`src/rtl/mac_pkg.sv`:
```
`default_nettype none
// ============================================================================
//  Module      : mac_pkg
//  Description : Shared constants for the MAC control sequencer. These are the
//                sequencer state encodings, the MODE encodings, and a helper
//                that derives the channel-select width.
//  Revision    : 1.0  initial release
// ============================================================================
package mac_pkg;

    // Sequencer state encoding (3 bits, legacy-compatible values)
    localparam logic [2:0] ST_IDLE   = 3'b000;
    localparam logic [2:0] ST_CLEAR  = 3'b001;
    localparam logic [2:0] ST_RUN    = 3'b010;
    localparam logic [2:0] ST_LOAD   = 3'b011;
    localparam logic [2:0] ST_DONE_S = 3'b100;

    // Command MODE encoding
    localparam logic MODE_CLEAR = 1'b0;   // clear accumulator before the run
    localparam logic MODE_ACCUM = 1'b1;   // accumulate onto existing contents

    // Width of a channel-select field for CH channels (never below 1 bit)
    function automatic int ch_width(input int ch);
        return (ch > 1) ? $clog2(ch) : 1;
    endfunction

endpackage : mac_pkg
`default_nettype wire

```
`src/rtl/mac_op_counter.sv`:
```
`default_nettype none
// ============================================================================
//  Module      : mac_op_counter
//  Description : Operation counter for the MAC sequencer. It counts accepted
//                beats and flags the beat whose count equals the terminal
//                value minus one, which is the last beat of the command.
//  Revision    : 1.0  initial release
//
//  Ports
//    clk_i    in   clock
//    rst_i    in   asynchronous active-high reset
//    clear_i  in   synchronous clear of the count
//    inc_i    in   increment the count this cycle
//    term_i   in   terminal value (command length, non-zero while counting)
//    count_o  out  current count
//    last_o   out  current count is the final beat (count == term-1)
// ============================================================================
module mac_op_counter #(
    parameter int LEN_W = 4
) (
    input  logic             clk_i,
    input  logic             rst_i,
    input  logic             clear_i,
    input  logic             inc_i,
    input  logic [LEN_W-1:0] term_i,
    output logic [LEN_W-1:0] count_o,
    output logic             last_o
);

    logic [LEN_W-1:0] count_q;
    logic [LEN_W-1:0] count_d;

    always_comb begin
        count_d = count_q;
        if (clear_i) begin
            count_d = '0;
        end else if (inc_i) begin
            count_d = count_q + LEN_W'(1);
        end
    end

    always_ff @(posedge clk_i or posedge rst_i) begin
        if (rst_i) begin
            count_q <= '0;
        end else begin
            count_q <= count_d;
        end
    end

    // Comparing against term-1 means the count never has to reach term. So a
    // maximum-length command (2^LEN_W-1) completes without wrapping.
    assign last_o  = (count_q == (term_i - LEN_W'(1)));
    assign count_o = count_q;

endmodule : mac_op_counter
`default_nettype wire

```
`src/rtl/mac_sequencer.sv`:
```
`default_nettype none
// ============================================================================
//  Module      : mac_sequencer
//  Description : Control sequencer for the MAC datapath. It accepts a command
//                (length, channel, mode) through a start pulse. It then drives
//                clear / enable / load strobes to the datapath and signals
//                completion with a one-cycle done pulse.
//  Revision    : 1.0  initial release
//
//  Ports
//    clk_i       in   clock
//    rst_i       in   asynchronous active-high reset
//    start_i     in   command request, sampled only in IDLE
//    len_i       in   number of MAC operations (latched on accepted start)
//    ch_sel_i    in   target accumulator channel (latched, saturated to CH-1)
//    mode_i      in   0 = clear first, 1 = accumulate onto existing value
//    abort_i     in   cancel the running command (CLEAR / RUN only)
//    in_valid_i  in   operand pair present on the datapath inputs
//    in_ready_o  out  operands are consumed this cycle (RUN)
//    clr_o       out  clear selected accumulator
//    en_o        out  one multiply-accumulate into the selected accumulator
//    acc_sel_o   out  accumulator channel select
//    out_load_o  out  latch selected accumulator into the output register
//    busy_o      out  command in progress (CLEAR, RUN, LOAD)
//    done_o      out  one-cycle completion pulse
// ============================================================================
module mac_sequencer
    import mac_pkg::*;
#(
    parameter int LEN_W = 4,
    parameter int CH    = 2,
    parameter int CH_W  = ch_width(CH)
) (
    input  logic             clk_i,
    input  logic             rst_i,
    input  logic             start_i,
    input  logic [LEN_W-1:0] len_i,
    input  logic [CH_W-1:0]  ch_sel_i,
    input  logic             mode_i,
    input  logic             abort_i,
    input  logic             in_valid_i,
    output logic             in_ready_o,
    output logic             clr_o,
    output logic             en_o,
    output logic [CH_W-1:0]  acc_sel_o,
    output logic             out_load_o,
    output logic             busy_o,
    output logic             done_o
);

    logic [2:0]       state_q;
    logic [2:0]       state_d;
    logic [LEN_W-1:0] len_q;
    logic [LEN_W-1:0] len_d;
    logic [CH_W-1:0]  ch_q;
    logic [CH_W-1:0]  ch_d;

    logic             w_accept;
    logic             w_beat;
    logic             w_last;
    logic [CH_W-1:0]  w_ch_sat;
    logic [LEN_W-1:0] w_unused_count;

    // Saturation is only needed when the select field can encode values that
    // have no channel behind them.
    if ((1 << CH_W) > CH) begin : g_sat
        localparam logic [CH_W-1:0] C_CH_MAX = CH_W'(CH - 1);
        assign w_ch_sat = (ch_sel_i > C_CH_MAX) ? C_CH_MAX : ch_sel_i;
    end else begin : g_nosat
        assign w_ch_sat = ch_sel_i;
    end

    assign w_accept = (state_q == ST_IDLE) && start_i;
    // A beat is consumed only when the command is not being aborted.
    assign w_beat   = (state_q == ST_RUN) && in_valid_i && !abort_i;

    mac_op_counter #(
        .LEN_W (LEN_W)
    ) u_op_counter (
        .clk_i   (clk_i),
        .rst_i   (rst_i),
        .clear_i (w_accept),
        .inc_i   (w_beat),
        .term_i  (len_q),
        .count_o (w_unused_count),
        .last_o  (w_last)
    );

    always_comb begin
        state_d = state_q;
        len_d   = len_q;
        ch_d    = ch_q;
        case (state_q)
            ST_IDLE: begin
                if (start_i) begin
                    len_d = len_i;
                    ch_d  = w_ch_sat;
                    if (len_i == '0) begin
                        state_d = ST_DONE_S;
                    end else if (mode_i == MODE_ACCUM) begin
                        state_d = ST_RUN;
                    end else begin
                        state_d = ST_CLEAR;
                    end
                end
            end
            ST_CLEAR: begin
                state_d = abort_i ? ST_IDLE : ST_RUN;
            end
            ST_RUN: begin
                // Abort takes precedence over completing on the last beat
                if (abort_i) begin
                    state_d = ST_IDLE;
                end else if (in_valid_i && w_last) begin
                    state_d = ST_LOAD;
                end
            end
            ST_LOAD: begin
                state_d = ST_DONE_S;
            end
            ST_DONE_S: begin
                state_d = ST_IDLE;
            end
            default: begin
                state_d = ST_IDLE;
            end
        endcase
    end

    always_ff @(posedge clk_i or posedge rst_i) begin
        if (rst_i) begin
            state_q <= ST_IDLE;
            len_q   <= '0;
            ch_q    <= '0;
        end else begin
            state_q <= state_d;
            len_q   <= len_d;
            ch_q    <= ch_d;
        end
    end

    // All strobes decode directly from the state register. This lets reset
    // zero them immediately, without waiting for a clock edge.
    assign in_ready_o = (state_q == ST_RUN);
    assign clr_o      = (state_q == ST_CLEAR);
    assign en_o       = w_beat;
    assign out_load_o = (state_q == ST_LOAD);
    assign done_o     = (state_q == ST_DONE_S);
    assign busy_o     = (state_q == ST_CLEAR) || (state_q == ST_RUN) ||
                        (state_q == ST_LOAD);
    assign acc_sel_o  = ch_q;

endmodule : mac_sequencer
`default_nettype wire

```
`config.mk`:
```
export PLATFORM = sky130hd
export DESIGN_NAME = mac_sequencer
export DESIGN_NICKNAME = d
export VERILOG_FILES = /design/src/rtl/mac_pkg.sv /design/src/rtl/mac_op_counter.sv /design/src/rtl/mac_sequencer.sv
export SDC_FILE = /design/constraint.sdc
export NUM_CORES = 1
export LEC_CHECK = 0
export ABC_AREA = 1
export BUFFER_PORTS_ARGS = -buffer_cell sky130_fd_sc_hd__buf_2
export CAP_MARGIN = 20
export CORE_AREA = 2 2 41 43
export DETAILED_ROUTE_END_ITERATION = 10
export DIE_AREA = 0 0 43 45
export HOLD_SLACK_MARGIN = 0.12
export PLACE_DENSITY = 0.73
export SYNTH_ARGS = -nofsm -noshare
export SYNTH_HDL_FRONTEND = slang
export SYNTH_SLANG_ARGS = --single-unit
```
`constraint.sdc`:
```
create_clock -name clk_i -period 2 [get_ports clk_i]
set_clock_uncertainty 0.1 [all_clocks]
set_input_delay 0.2 -clock clk_i [delete_from_list [all_inputs] [get_ports clk_i]]
set_output_delay 0.2 -clock clk_i [all_outputs]
set_load 0.02 [all_outputs]
```
==> impl_metrics.tcl <==
set metrics [dict create \
    status "finished, final reports clean" \
    syn-cell-area_um2 747.0 \
    period_minus_slack_ns 1.710 \
    cts.repair.resized 0 \
    syn_to_final_growth_pct 26.97 \
    drt_pass1_iterations 4 \
    p_leak_nw 0.5460 \
    grt_setup_unrepaired "false" \
    synth_fp_nets 126 \
    synth_xor_area_share_pct 0 \
    clock_latency_ns 0.28 \
    fp.dieH_um 45 \
    slew_violations 0 \
    grt_overflow 0 \
    numCtsBuffers 3 \
    ys_warn_count 0 \
    hold_violations 0 \
    synth_top_family_by_area "simple AND/OR/NAND/NOR gates" \
    sw_frac_of_total_pct 46.77 \
    clk_path_buf_depth 2 \
    hp-class "in2reg" \
    antenna_cells_inserted 0 \
    crit_family "flip-flops" \
    synth.area.mux_share_pct 0 \
    hp-start "mode_i" \
    fin_crit_sh_pct 85.50 \
    drtAntennaViolNets 0 \
    dp.final_hpwl_um 1282 \
    ys_ff_latch 12 \
    power_density_nw_per_um2 1327 \
    layout.nets 154 \
    vias 759 \
    drive_above_1_share_pct 26.43 \
    cts.root.buffer_cell "clkbuf_4" \
    antenna_found_initial 0 \
    tightest_slew_ns 0.4543 \
    clkSinkCount 12 \
    cp_max_fo 5 \
    synth.avg_cell_area_um2 6.610 \
    relSlewSlack_pct 69.68 \
    port_buffers 17 \
    viasPerCell 4.865 \
    setup_viol 0 \
    cts.clk_slew.worst_paths_ns 0.08 \
    ys_seq_area_share_pct 40.20 \
    grt_max_degree 13 \
    cp-startpoint "state_q[2]" \
    combPwrFrac_pct 52.8 \
    rows 14 \
    synth_compound_area_share_pct 7.370 \
    synth_fa_ha_area_share_pct 3.350 \
    grt_first_pass_wirelength_um 2953 \
    startpoint_type "flip-flop" \
    cp_slowest_cell "dfrtp_1" \
    hold_ws_ns 0.1630 \
    start_util_pct 50.77 \
    drt_iter0_drc 13 \
    r2r_start "len_q[0]" \
    finalWirelength_um 1639 \
    ioPinCount 18 \
    wl_per_cell_um 10.51 \
    path_class "reg2out" \
    grt_pass1_vias 667 \
    final.setup.tns_ns 0 \
    synthSimpleGateAreaFrac_pct 38.02 \
    drc_errors 0 \
    peakVddDrop_v 0.0007256 \
    cp_cell_sequence "inv_2 > nand3_2 > nor2_4 > nand2_2 > inv_2 > buf_2" \
    worstPathRequired_ns 1.70 \
    yosys.area.top_type "dfrtp_1" \
    max_freq_ghz 0.5848 \
    power_frac_clock_pct 15.7 \
    crit_buf_inv 3 \
    power.share.sequential_pct 31.5 \
    grtUsageTotal_pct 21.08 \
    switching_power_mw 0.5888 \
    intPower_mw 0.6702 \
    crit_path_max_incr_delay_ns 0.44 \
    gp_congestion 0.8686 \
    arrival_ns 1.41 \
    cts_tree "done" \
    synth_area_leaders "dfrtp_1 (40%), nand2_1 (18%), nor2_1 (6.5%), nand3_1 (6.0%), inv_1 (5.5%)" \
    synthCells 113 \
    postCtsSetupBuffers 0 \
    htreeDepth 1 \
    drv_cap 0 \
    core_region_area_um2 1471 \
    die_area_um2 1935 \
    ys_types 14 \
    die_w_um 43 \
    endpoint_kind "output port" \
    crit_top_cell "inv_2" \
    synth.top_cell.area_share_pct 40.20 \
    fill_cells 147 \
]
-- registers in the layout, indices dropped and copies added (netlist names) --
register              count
acc_sel_o                 1
len_q                     4
state_q                   3
u_op_counter.count_o      4
-- path summary, 6_finish.rpt --
path                                                 to  slack, ns  cells after the start
worst max-delay path                               en_o       0.29                      6
worst min-delay path                         state_q[0]       0.16                      4
worst max register to register               state_q[0]       0.50                     10
worst min register to register                acc_sel_o       0.39                      2
max in group asynchronous       u_op_counter.count_o[3]       1.12                      3
min in group asynchronous                     acc_sel_o       0.37                      3
-- placed cells by master (no fill, tap or decap), drive strengths merged --
cell | netlist | final
o21ai | 7 | 7
nor2 | 15 | 15
ha | 2 | 2
buf | 0 | 17
dlygate4sd3 | 0 | 6
dfrtp | 12 | 12
clkbuf | 0 | 4
nand2 | 38 | 38
nor3 | 3 | 3
nand3 | 10 | 10
inv | 22 | 22
a21oi | 4 | 4
-- power groups by stage --
stage	sequential (mW)	combinational [mW]	clock [mW]
6_report	0.396	0.665	0.198
3_5_place_dp	0.400	0.654	0
3_3_place_gp	0.397	0.636	0
2_1_floorplan	0.399	0.493	0
4_1_cts	0.397	0.668	0.202
5_1_grt	0.409	0.766	0.211
-- synthesized netlist by cell type --
library cell	count
dfrtp_1	12
a21oi_1	4
nand3_1	9
nor2_4	1
nor2_2	1
inv_1	11
ha_1	2
nand2_1	36
nor2_1	13
nand2_2	2
inv_2	11
nor3_1	3
o21ai_1	7
nand3_2	1
-- worst register-to-register path, delay by kind of cell (launching register included) --
| family | cells | cell delay, ns |
|---|---|---|
| fa+ha+maj | 1 | 0.29 |
| buf+inv | 2 | 0.10 |
| flops | 1 | 0.42 |
| simple gates | 7 | 0.51 |
-- through the flow --
| step | power (mW) | worst slack (ns) | utilization [%] | cells | area, um^2 |
|---|---|---|---|---|---|
| final | 1.259 | 0.2900 | 64.46 | 156 | 948.4 |
| after global routing | 1.386 | 0.1808 | 64.46 | 156 | 948.4 |
| after CTS | 1.268 | 0.2836 | 64.46 | 156 | 948.4 |
| after detailed placement | 1.054 | 0.5481 | 57.91 | 146 | 852.1 |
| after global placement | 1.032 | 0.6142 | 57.91 | 146 | 852.1 |
| after floorplan | 0.8921 | 0.5068 | - | 113 | 747.0 |
-- what timing repair did --
action,CTS,global route
hold endpoints to repair,17,0
setup endpoints to repair,0,0
hold buffers,6,0
-- metal layers --
metal | track usage, % | up-vias | wire [um]
met1 | 31.89 | 336 | 811
met4 | 9.091 | 0 | 31
met3 | 2.400 | 5 | 60
met5 | 0 | - | 0
li1 | - | 400 | -
met2 | 30.61 | 18 | 735
-- cell families (layout without fill, tap and decap cells) --
kind of cell,after synthesis,after routing
AOI/OAI and AO/OA,11,11
and+or+nand+nor,66,66
buffers and inverters,22,49
adders and majority gates,2,2
DFF,12,12
-- final cells by class --
class | count | area [um^2] | area share (%)
tap | 16 | 20.02 | 2.111
sequential | 12 | 300.3 | 31.66
inverter | 22 | 82.58 | 8.707
clock buffer | 4 | 36.28 | 3.826
timing repair buffer | 23 | 145.1 | 15.30
multi-input combinational | 79 | 364.1 | 38.39
Power figures use the tool's default switching activity.
